==> config.mk <==
export PLATFORM = sky130hd
export DESIGN_NAME = ps2_tx
export DESIGN_NICKNAME = d
export VERILOG_FILES = /design/src/rtl/ps2_tx.sv
export SDC_FILE = /design/constraint.sdc
export NUM_CORES = 1
export LEC_CHECK = 0
export CAP_MARGIN = 20
export CORE_ASPECT_RATIO = 0.9
export CORE_MARGIN = 2
export CORE_UTILIZATION = 45
export CTS_BUF_LIST = sky130_fd_sc_hd__clkbuf_8 sky130_fd_sc_hd__clkbuf_16
export DETAILED_ROUTE_END_ITERATION = 12
export PLACE_DENSITY_LB_ADDON = 0.2
export SETUP_SLACK_MARGIN = 0.05
export SLEW_MARGIN = 20
export SYNTH_ARGS = -nofsm -noshare
export SYNTH_HDL_FRONTEND = slang
export SYNTH_SLANG_ARGS = --single-unit
==> constraint.sdc <==
create_clock -name clk -period 2.16 [get_ports clk]
set_input_delay 0.216 -clock clk [delete_from_list [all_inputs] [get_ports clk]]
set_output_delay 0.216 -clock clk [all_outputs]
set_load 0.02 [all_outputs]
==> src/rtl/ps2_tx.sv <==
// PS/2 host-to-device transmitter. Inhibits the bus, issues request-to-send, then shifts out
// eight data bits, odd parity and stop on device-generated clock falling edges, and finally
// checks the device ACK. Any stalled wait on the device aborts with an err pulse.
module ps2_tx #(
  parameter int unsigned INHIBIT_CYCLES = 5000,
  parameter int unsigned TIMEOUT_CYCLES = 1000000
) (
  input  logic       clk,
  input  logic       rst,
  input  logic       ps2_clk,
  input  logic       ps2_data,
  output logic       ps2_clk_low,
  output logic       ps2_data_low,
  input  logic [7:0] tx_data,
  input  logic       tx_start,
  output logic       busy,
  output logic       done,
  output logic       err
);

  localparam int unsigned MaxCycles =
      (INHIBIT_CYCLES > TIMEOUT_CYCLES) ? INHIBIT_CYCLES : TIMEOUT_CYCLES;
  localparam int unsigned CntW = $clog2(MaxCycles + 1);

  localparam logic [CntW-1:0] InhibitLast = CntW'(INHIBIT_CYCLES - 1);
  localparam logic [CntW-1:0] TimeoutLast = CntW'(TIMEOUT_CYCLES - 1);

  localparam logic [2:0] StIdle    = 3'd0;
  localparam logic [2:0] StInhibit = 3'd1;
  localparam logic [2:0] StRts     = 3'd2;
  localparam logic [2:0] StSend    = 3'd3;
  localparam logic [2:0] StAck     = 3'd4;
  localparam logic [2:0] StRecover = 3'd5;
  localparam logic [2:0] StDone    = 3'd6;
  localparam logic [2:0] StErr     = 3'd7;

  // Index of the last frame bit driven in SEND (parity); stop is the released line in ACK.
  localparam logic [3:0] LastSendIdx = 4'd8;

  logic            clk_meta_q, clk_sync_q, clk_prev_q;
  logic            data_meta_q, data_sync_q;
  logic [2:0]      state_q, state_d;
  logic [CntW-1:0] cnt_q, cnt_d;
  logic [3:0]      bit_idx_q, bit_idx_d;
  logic [8:0]      frame_q, frame_d;

  logic clk_fall;
  logic timed_out;

  assign clk_fall  = clk_prev_q & ~clk_sync_q;
  assign timed_out = (cnt_q == TimeoutLast);

  // Two-flop synchronizers; clk_prev_q holds the previous synchronized clock for edge detect.
  always_ff @(posedge clk or negedge rst) begin
    if (!rst) begin
      clk_meta_q  <= 1'b1;
      clk_sync_q  <= 1'b1;
      clk_prev_q  <= 1'b1;
      data_meta_q <= 1'b1;
      data_sync_q <= 1'b1;
    end else begin
      clk_meta_q  <= ps2_clk;
      clk_sync_q  <= clk_meta_q;
      clk_prev_q  <= clk_sync_q;
      data_meta_q <= ps2_data;
      data_sync_q <= data_meta_q;
    end
  end

  // Control state, shared inhibit/timeout counter, bit index and captured frame.
  always_ff @(posedge clk or negedge rst) begin
    if (!rst) begin
      state_q   <= StIdle;
      cnt_q     <= '0;
      bit_idx_q <= '0;
      frame_q   <= '0;
    end else begin
      state_q   <= state_d;
      cnt_q     <= cnt_d;
      bit_idx_q <= bit_idx_d;
      frame_q   <= frame_d;
    end
  end

  // Next-state logic; the counter restarts on every state change and every device clock edge.
  always_comb begin
    state_d   = state_q;
    cnt_d     = cnt_q;
    bit_idx_d = bit_idx_q;
    frame_d   = frame_q;
    unique case (state_q)
      StIdle: begin
        if (tx_start) begin
          frame_d = {~^tx_data, tx_data};
          cnt_d   = '0;
          state_d = StInhibit;
        end
      end
      StInhibit: begin
        if (cnt_q == InhibitLast) begin
          cnt_d   = '0;
          state_d = StRts;
        end else begin
          cnt_d = cnt_q + CntW'(1);
        end
      end
      StRts: begin
        if (clk_fall) begin
          bit_idx_d = '0;
          cnt_d     = '0;
          state_d   = StSend;
        end else if (timed_out) begin
          cnt_d   = '0;
          state_d = StErr;
        end else begin
          cnt_d = cnt_q + CntW'(1);
        end
      end
      StSend: begin
        if (clk_fall) begin
          cnt_d = '0;
          if (bit_idx_q == LastSendIdx) begin
            state_d = StAck;
          end else begin
            bit_idx_d = bit_idx_q + 4'd1;
          end
        end else if (timed_out) begin
          cnt_d   = '0;
          state_d = StErr;
        end else begin
          cnt_d = cnt_q + CntW'(1);
        end
      end
      StAck: begin
        if (clk_fall) begin
          cnt_d   = '0;
          state_d = data_sync_q ? StErr : StRecover;
        end else if (timed_out) begin
          cnt_d   = '0;
          state_d = StErr;
        end else begin
          cnt_d = cnt_q + CntW'(1);
        end
      end
      StRecover: begin
        if (clk_sync_q && data_sync_q) begin
          cnt_d   = '0;
          state_d = StDone;
        end else if (clk_fall) begin
          cnt_d = '0;
        end else if (timed_out) begin
          cnt_d   = '0;
          state_d = StErr;
        end else begin
          cnt_d = cnt_q + CntW'(1);
        end
      end
      StDone, StErr: begin
        cnt_d   = '0;
        state_d = StIdle;
      end
      default: begin
        state_d = StIdle;
      end
    endcase
  end

  // Line drivers and status decode straight from state so reset releases them immediately.
  always_comb begin
    ps2_clk_low  = (state_q == StInhibit);
    ps2_data_low = 1'b0;
    if (state_q == StRts) begin
      ps2_data_low = 1'b1;
    end else if (state_q == StSend) begin
      ps2_data_low = ~frame_q[bit_idx_q];
    end
    busy = (state_q == StInhibit) || (state_q == StRts) || (state_q == StSend) ||
           (state_q == StAck) || (state_q == StRecover);
    done = (state_q == StDone);
    err  = (state_q == StErr);
  end

endmodule

---- After elaboration in Yosys (flattened, before gate mapping) ----
Index checks and enable logic that the tools add are counted.
word-level totals
  output and inout port bits .............. 5
  logic and storage cells ................. 70
  register bits ........................... 41
operators by class
  reductions and logical operators ........ 13
  equal/unequal tests ..................... 17
  magnitude comparators ................... 1
  bitwise logic cells ..................... 3
  $add $sub $neg .......................... 2
  multiplexer cells ....................... 25
operators with widths
  operator                 count
  $mux W20                 5
  $pmux W20 S5             1
  $mux W3                  9
  $pmux W3 S7              1
  $add A20 B1 Y20 const B  1
  $eq A20 B13 Y1 const B   1
  $eq A20 B20 Y1 const B   1
  $eq A3 B3 Y1 const B     4
  $mux W4                  3
  $ne A2 B2 Y1 const B     4
  $pmux W4 S2              1
  $reduce_and A4 Y1        2
  $reduce_xnor A8 Y1       1
  $eq A3 B2 Y1 const B     2
  $ne A3 B3 Y1 const B     2
  $lt A4 B5 Y1 const B     1
  $add A4 B1 Y4 const B    1
  $bmux W1 S4              1
  $eq A4 B4 Y1 const B     1
  $logic_or A1 B1 Y1       4
  $eq A3 B1 Y1 const B     1
  $logic_not A3 Y1         1
  $mux W1                  3
  $reduce_or A3 Y1         1
  other kinds (8)          9

---- Depth between registers and ports, before layout ----
Gate-level depths: netlist of the first run.
  depth after elaboration ................. 5
  mapped depth ............................ 9
  depth with buffers taken out ............ 7

---- Least setup slack after synthesis of the first run ----
No wires, ideal clock.
  path type ............................... register to register
  start point ............................. reg cnt_q[0]
  end point ............................... reg cnt_q[16]
  arrival time ............................ 2.011 ns
  setup time .............................. 0.071 ns
  path buffers ............................ 2
  required time ........................... 2.089 ns
  cell stages (with the launch flop) ...... 10
  slack ................................... 0.077 ns
  cell sequence ........................... dfrtp_1 ha_1 and3_1 and3_2 clkbuf_1 and4_1 o21ba_4 and2_2 buf_6 nor2_1
on the way
  cells in the longest elaborated chain, start to end .. 5
  elaborated cells on any way between the ends .. 8
  those cells by class .................... add/sub: 1; eq/ne: 2; mux: 5
ends and longest elaborated chain
  element                                                   line  text
  start: declaration                                        43    logic [CntW-1:0] cnt_q, cnt_d;
  start signal: assignment                                  79    cnt_q <= cnt_d;
  $add A20 B1 Y20 / $eq A20 B20 Y1 (equally long branches)  n/a
  $mux W20                                                  n/a
  $mux W20                                                  149   end else if (clk_fall) begin
  $mux W20                                                  146   if (clk_sync_q && data_sync_q) begin
  $pmux W20 S5 *                                            91    unique case (state_q)
Every way passes the cells marked *; elsewhere a longest branch is shown, timed or not.
A chain may end at the register's enable or synchronous reset.

---- Final worst setup path of the first run ----
  start point ............................. reg state_q[1]
  end point ............................... out ps2_clk_low
on the way
  cells in the longest elaborated chain, start to end .. 1
ends and longest elaborated chain
  element                   line  text
  start: declaration        42    logic [2:0] state_q, state_d;
  start signal: assignment  73    state_q <= StIdle;
  start signal: assignment  78    state_q <= state_d;
  $eq A3 B1 Y1              170   ps2_clk_low = (state_q == StInhibit);
  end: declaration          12    output logic ps2_clk_low,
No other way between the ends.

==> flow_summary.ini, run 1 <==
[setup_path]
critical_path_class = flip-flop to output port
crit_path_start_kind = flip-flop
crit_family = buffers and inverters
path_cells = nor3b_1 -> clkdlybuf4s50_1
crit_required_ps = 1940
endpoint_kind = output port
path_depth = 2
cp_slowest_stage_delay_ps = 680
crit_path_top_delay_cell = clkdlybuf4s50_1
reg2reg_depth = 8
crit_arrival_ps = 1900
cp_max_fo = 14
cp_num_buf_inv = 1

[placement]
gp_congestion = 0.843
place_inst = 330
post_dp_cell_area_mm2 = 0.00265
dp_hpwl_um = 3400
place.port_buffers = 17

[sta]
min_period_over_period = 0.978
worstMarginPinSlew_ps = 890
relSlewSlack = 0.406
hold_viol = 0
setup_violations = 0
min_period_ps = 2110
hold_slack_ps = 28.6
slew_violations = 0
finClkSkew_ps = 10.6
timing.fmax_mhz = 473
setup_tns_ps = 0
rsz0062_at_grt = yes

[outcome]
status = finished clean

[clock_tree]
cts.root.buffer_cell = clkbuf_8
clk_path_buf_depth = 2
numCtsBuffers = 5
cts_max_level = 2
holdBufCountCts = 0
cts_tree = yes
cts_sinks = 41
clk_latency_ps = 300
clkTransAtPathRegs_ps = 90

[finish]
syn_to_final_growth_pct = 24.8
diodes = 0
final_cells = 340
seqCellArea_mm2 = 0.00103
finalNetCount = 290
finish.instance_area_mm2 = 0.00282
multi_input_area_mm2 = 0.00117
postLayoutCoreUtil = 0.584
final.fill_count = 422
drive_above_1_share = 0.225

[yosys]
avgSynthCellArea_um2 = 9.75
syn_area_mm2 = 0.00226
synth_cells = 232
async_flop_share = 1.00
synth_edf_count = 0
synth-seq-cells = 41
syn_nets = 248
ys_types = 45
ys.flop_type = dfrtp_1
yosysWarnings = 0
yosysSeqAreaShare = 0.457

[detailed_routing]
wl_um = 4790
drt_first_pass_iters = 4
viasPerCell = 5.36
drc = 0
drt-initial-drc-count = 176
vias = 1824
ant_nets = 0
wl_per_cell_um = 14.1

[power_and_ir_drop]
leakage_uw = 0.00124
seqPwrFrac = 0.356
pwr-share-comb = 0.402
intPower_uw = 2060
swShare = 0.341
power-per-cell-area_mw_per_mm2 = 1110
p_sw_uw = 1070
ir_drop_v = 0.000499
p_clk_frac = 0.242

[floorplan]
die-width_um = 78.7
rows = 24
core_mm2 = 0.00483
initial_core_util = 0.468
fp.dieH_um = 71.2
io_pins = 18
die_area_mm2 = 0.00561

[hold_path]
hold_class = input pin to async pin

[global_route]
first_global_vias = 1687
grt_first_pass_wirelength_um = 8270
overflow = 0
grt_max_degree = 42
antenna_found_initial = 0
track_usage = 0.186

[flow_run]
cap_violations = 0
## worst paths after layout
kind / start / to / slack [ps]
worst min register to register: clk_meta_q / clk_sync_q / 360
max in group asynchronous: rst / cnt_q[9] / 1560
worst max register to register: cnt_q[1] / cnt_q[2] / 140
worst max-delay path: state_q[1] / ps2_clk_low / 50
min in group clk: ps2_data / data_meta_q / 320
worst min-delay path: rst / cnt_q[4] / 30
## Yosys cell counts, types with 2 or more instances
library cell / n / area [µm²]
o21ai_0: 11 / 55.1
nor3b_1: 4 / 30.0
nand2b_1: 2 / 12.5
a211o_1: 2 / 17.5
nor2_1: 27 / 101
mux4_2: 2 / 45.0
or4_1: 3 / 22.5
nand4_1: 6 / 37.5
inv_1: 7 / 26.3
nor4_1: 4 / 25.0
xnor2_1: 14 / 123
nand3_1: 11 / 55.1
a21o_1: 5 / 37.5
nor2b_1: 5 / 31.3
dfrtp_1: 36 / 901
nand2_1: 14 / 52.6
mux2i_1: 2 / 20.0
a22o_1: 4 / 35.0
clkbuf_1: 8 / 30.0
mux2_2: 9 / 101
dfstp_2: 5 / 131
ha_1: 3 / 37.5
a21oi_1: 12 / 60.1
xor2_1: 5 / 43.8
nor3_1: 8 / 40.0
and3_1: 4 / 25.0
## flip-flops by register name (all words and copies together), names as in the netlist
register	cells
clk_sync_q	1
state_q	3
clk_prev_q	1
frame_q	9
cnt_q	20
bit_idx_q	4
data_meta_q	1
clk_meta_q	1
data_sync_q	1
## cells in the final DEF, fill, tap and decap left out, drive strengths merged, types with 2 or more instances in the layout
master,n
a211o,2
bufinv,2
o21ai,11
dfstp,5
dfrtp,36
nor2b,5
a22o,4
inv,8
clkdlybuf4s50,15
and3,5
nand2,14
nor4,4
clkbuf,5
o21ba,2
mux4,2
nand4,6
xnor2,14
mux2i,2
nor3b,4
mux2,9
nor2,27
a21o,5
a21oi,12
xor2,5
ha,3
or4,3
and2,2
nand3,11
buf,30
nand2b,2
nor3,8
## per-layer routing
layer / GRT usage / wire length (µm) / vias to the layer above
met3: 0.0378 / 167 / 2
met1: 0.295 / 2570 / 889
li1: - / - / 906
met5: 0 / 0 / -
met2: 0.259 / 2030 / 27
met4: 0.0468 / 25 / 0
## per-stage QoR
stage               worst slack [ps]  power (µW)
floorplan                       77.5        1960
global placement               -42.0        2300
detailed placement             -35.7        2310
CTS                             51.0        3080
global route                   -34.3        3340
finish                          47.1        3130
## worst reg2reg max path, stage by stage (launching register included)
cell and delay (ps):
dfrtp_1 430, ha_1 240, and3_1 200, and3_2 220, and4_1 240, o21ba_4 230
buf_4 130, nor3b_1 170, a21o_1 100
## power by group through the flow
stage	clock network (µW)	logic, µW	registers, µW
floorplan	0	890	1070
global placement	0	1180	1120
detailed placement	0	1190	1120
CTS	768	1200	1110
global route	805	1380	1150
finish	758	1260	1110
## layout make-up
type,count,share of cell area
timing repair buffer,45,0.132
clock inverter,3,0.0244
sequential,41,0.366
clock buffer,5,0.0244
inverter,7,0.00931
tap,65,0.0288
multi-input combinational,174,0.415
## cell families (layout without fill, tap and decap cells)
logic type | Yosys count | in the layout | share of synthesized area
xor gates and xnor gates | 19 | 19 | 0.0736
and+or+nand+nor | 95 | 95 | 0.215
buffers and inverters | 18 | 60 | 0.0382
DFF | 41 | 41 | 0.457
muxes | 13 | 13 | 0.0736
adders and majority gates | 3 | 3 | 0.0166
AOI/OAI and AO/OA | 43 | 44 | 0.127
## what timing repair did
| action | 4_1_cts | 5_1_grt |
|---|---|---|
| resized for setup | 6 | 4 |
| buffers inserted | 0 | 1 |
| gates cloned | 0 | 1 |
| pin swaps | 2 | 1 |
| endpoints found under the setup margin | 18 | 7 |
Power figures use the tool's default switching activity.
==> run 2: changes to the inputs <==
--- a/config.mk
+++ b/config.mk
@@ -5,6 +5,7 @@
 export SDC_FILE = /design/constraint.sdc
 export NUM_CORES = 1
 export LEC_CHECK = 0
+export ABC_AREA = 1
 export CAP_MARGIN = 20
 export CORE_ASPECT_RATIO = 0.9
 export CORE_MARGIN = 2
==> run 2 against run 1 <==
Against the previous run: first-iteration DRC count down 47%; sequential share of layout area down 2.5 points; clock power down 17%; clock skew down 5.5 ps; critical path type unchanged; highest routed layer unchanged.
==> flow_summary.ini, run 2 <==
[sta]
hold_viol = 0
timing.fmax_mhz = 514
min_period_ps = 1950
worstMarginPinSlew_ps = 389
relSlewSlack = 0.739
rsz0062_at_grt = no
slew_violations = 0
min_period_over_period = 0.901
finClkSkew_ps = 5.11
setup_tns_ps = 0
setup_violations = 0
layout_setup_ws_ps = 214

[yosys]
ys_types = 39
yosysSeqAreaShare = 0.393
ys_top_cells_by_count = nand2_1, inv_1, nor2_1
synth.most_common_cell = nand2_1
syn_area_mm2 = 0.00263
synth_cells = 345
avgSynthCellArea_um2 = 7.62
synth_edf_count = 0
yosys.area.top_type = dfrtp_1
async_flop_share = 1.00
syn_nets = 361
synthTopCellsByArea = dfrtp_1, nand2_1, inv_1
synth_top_area_share = 0.343
yosysWarnings = 0
ys.flop_type = dfrtp_1
synth-seq-cells = 41

[floorplan]
fp.dieH_um = 76.5
core_mm2 = 0.00566
die_area_mm2 = 0.00647
rows = 26
initial_core_util = 0.464
die-width_um = 84.5
io_pins = 18

[finish]
drive_above_1_share = 0.168
finish.instance_area_mm2 = 0.00303
regMostFlops = cnt_q
mostFrequentLayoutCell = nand2_1
syn_to_final_growth_pct = 15.4
largest_reg_flops = 20
finalNetCount = 389
largest_registers = cnt_q x20, frame_q x9, bit_idx_q x4
final_cell_mix = nand2_1, inv_1, nor2_1
final.fill_count = 549
diodes = 0
postLayoutCoreUtil = 0.536

[setup_path]
reg2reg_depth = 12
cp_slowest_stage_delay_ps = 440
path_cells = clkinv_2 -> o21ai_0 -> o211ai_1 -> nand3_1 -> o211ai_1 -> nand2_1 -> dlygate4sd2_1
crit_family = buffers and inverters
crit_path_start_kind = flip-flop
cp_num_buf_inv = 2
critical_path_class = flip-flop to output port
cp_max_fo = 8
path_depth = 7
crit_required_ps = 1940
endpoint_kind = output port
crit_path_frequent_cell = o211ai_1
crit_path_top_delay_cell = dfrtp_2
crit_arrival_ps = 1730

[power_and_ir_drop]
finalPower_uw = 2960
leakage_uw = 0.00150
ir_drop_v = 0.000497
power-per-cell-area_mw_per_mm2 = 976

[detailed_routing]
ant_nets = 0
wl_per_cell_um = 12.0
viasPerCell = 4.92
drt_first_pass_iters = 6
drt-initial-drc-count = 93
vias = 2183
drc = 0
wl_um = 5320

[global_route]
overflow = 0
first_global_vias = 2053
antenna_found_initial = 0
track_usage = 0.182
grt_max_degree = 28
grt_first_pass_wirelength_um = 9520

[clock_tree]
clk_latency_ps = 300
cts_max_level = 2
cts_tree = yes
cts.root.buffer_cell = clkbuf_8
clkTransAtPathRegs_ps = 80
cts_sinks = 41
clk_path_buf_depth = 2
numCtsBuffers = 5

[placement]
pre_cts_slack_ps = 107
dp_hpwl_um = 4160
post_dp_cell_area_mm2 = 0.00290
gp_congestion = 0.918
place.port_buffers = 17

[outcome]
status = finished clean

[flow_run]
cap_violations = 0

[hold_path]
hold_depth = 1
hold_class = input pin to flip-flop
[run 2: area by class of cell]
| class | instances | area [µm²] | area share |
|---|---|---|---|
| Clock buffer | 5 | 68.8 | 0.0227 |
| Clock inverter | 3 | 46.3 | 0.0153 |
| Inverter | 59 | 234 | 0.0771 |
| Multi-Input combinational cell | 244 | 1360 | 0.448 |
| Sequential cell | 41 | 1030 | 0.341 |
| Tap cell | 70 | 87.6 | 0.0289 |
| Timing Repair Buffer | 22 | 205 | 0.0677 |
[run 2: final timing paths]
check | start | end | slack [ps]
min | ps2_clk | clk_meta_q | 310
min reg2reg | data_meta_q | data_sync_q | 360
max reg2reg | cnt_q[0] | cnt_q[9] | 320
max in group asynchronous | rst | clk_prev_q | 1120
max | bit_idx_q[0] | ps2_data_low | 210
min in group asynchronous | rst | cnt_q[15] | 340
[run 2: logic make-up after synthesis]
group	synth area share
xor+xnor	0.0533
simple gates	0.346
mux	0.0343
fa+ha+maj	0.0143
compound gates	0.0667
flops	0.393
buf+inv	0.0929
[run 2: metal layers]
layer	track usage	routed length (µm)	vias up
met2	0.256	2130	33
li1	-	-	1156
met4	0.0667	91	0
met3	0.0358	166	10
met5	0	0	-
met1	0.277	2930	984
[run 2: stage by stage]
step,hold slack [ps],std cells
2_1_floorplan,-79.6,345
5_1_grt,288,444
3_5_place_dp,147,435
6_report,310,444
3_3_place_gp,142,435
4_1_cts,298,444
[run 2: what timing repair did]
action / in CTS / in global routing
gates resized for setup: 5 / 1
hold endpoints to repair: 14 / 0
setup endpoints to repair: 2 / 1
gates cloned: 0 / 0
buffers inserted: 0 / 0
hold buffers: 1 / 0
[run 2: where the power goes]
group	switching, µW	leakage, µW	internal [µW]	total, µW
combinational	764	0.000922	482	1250
sequential	152	0.000526	930	1080
clock	284	0.0000543	346	630
[run 2: worst register-to-register path: stages, from the launching register on]
cell and delay, ps:
dfrtp_1 390, ha_1 210, nand2_1 100, nor2_2 130
nand2_2 110, clkinv_2 80, nand3_2 140, nand3_2 120
nand2_4 90, nor2_8 200, inv_8 70, nand2_1 60
inv_1 40
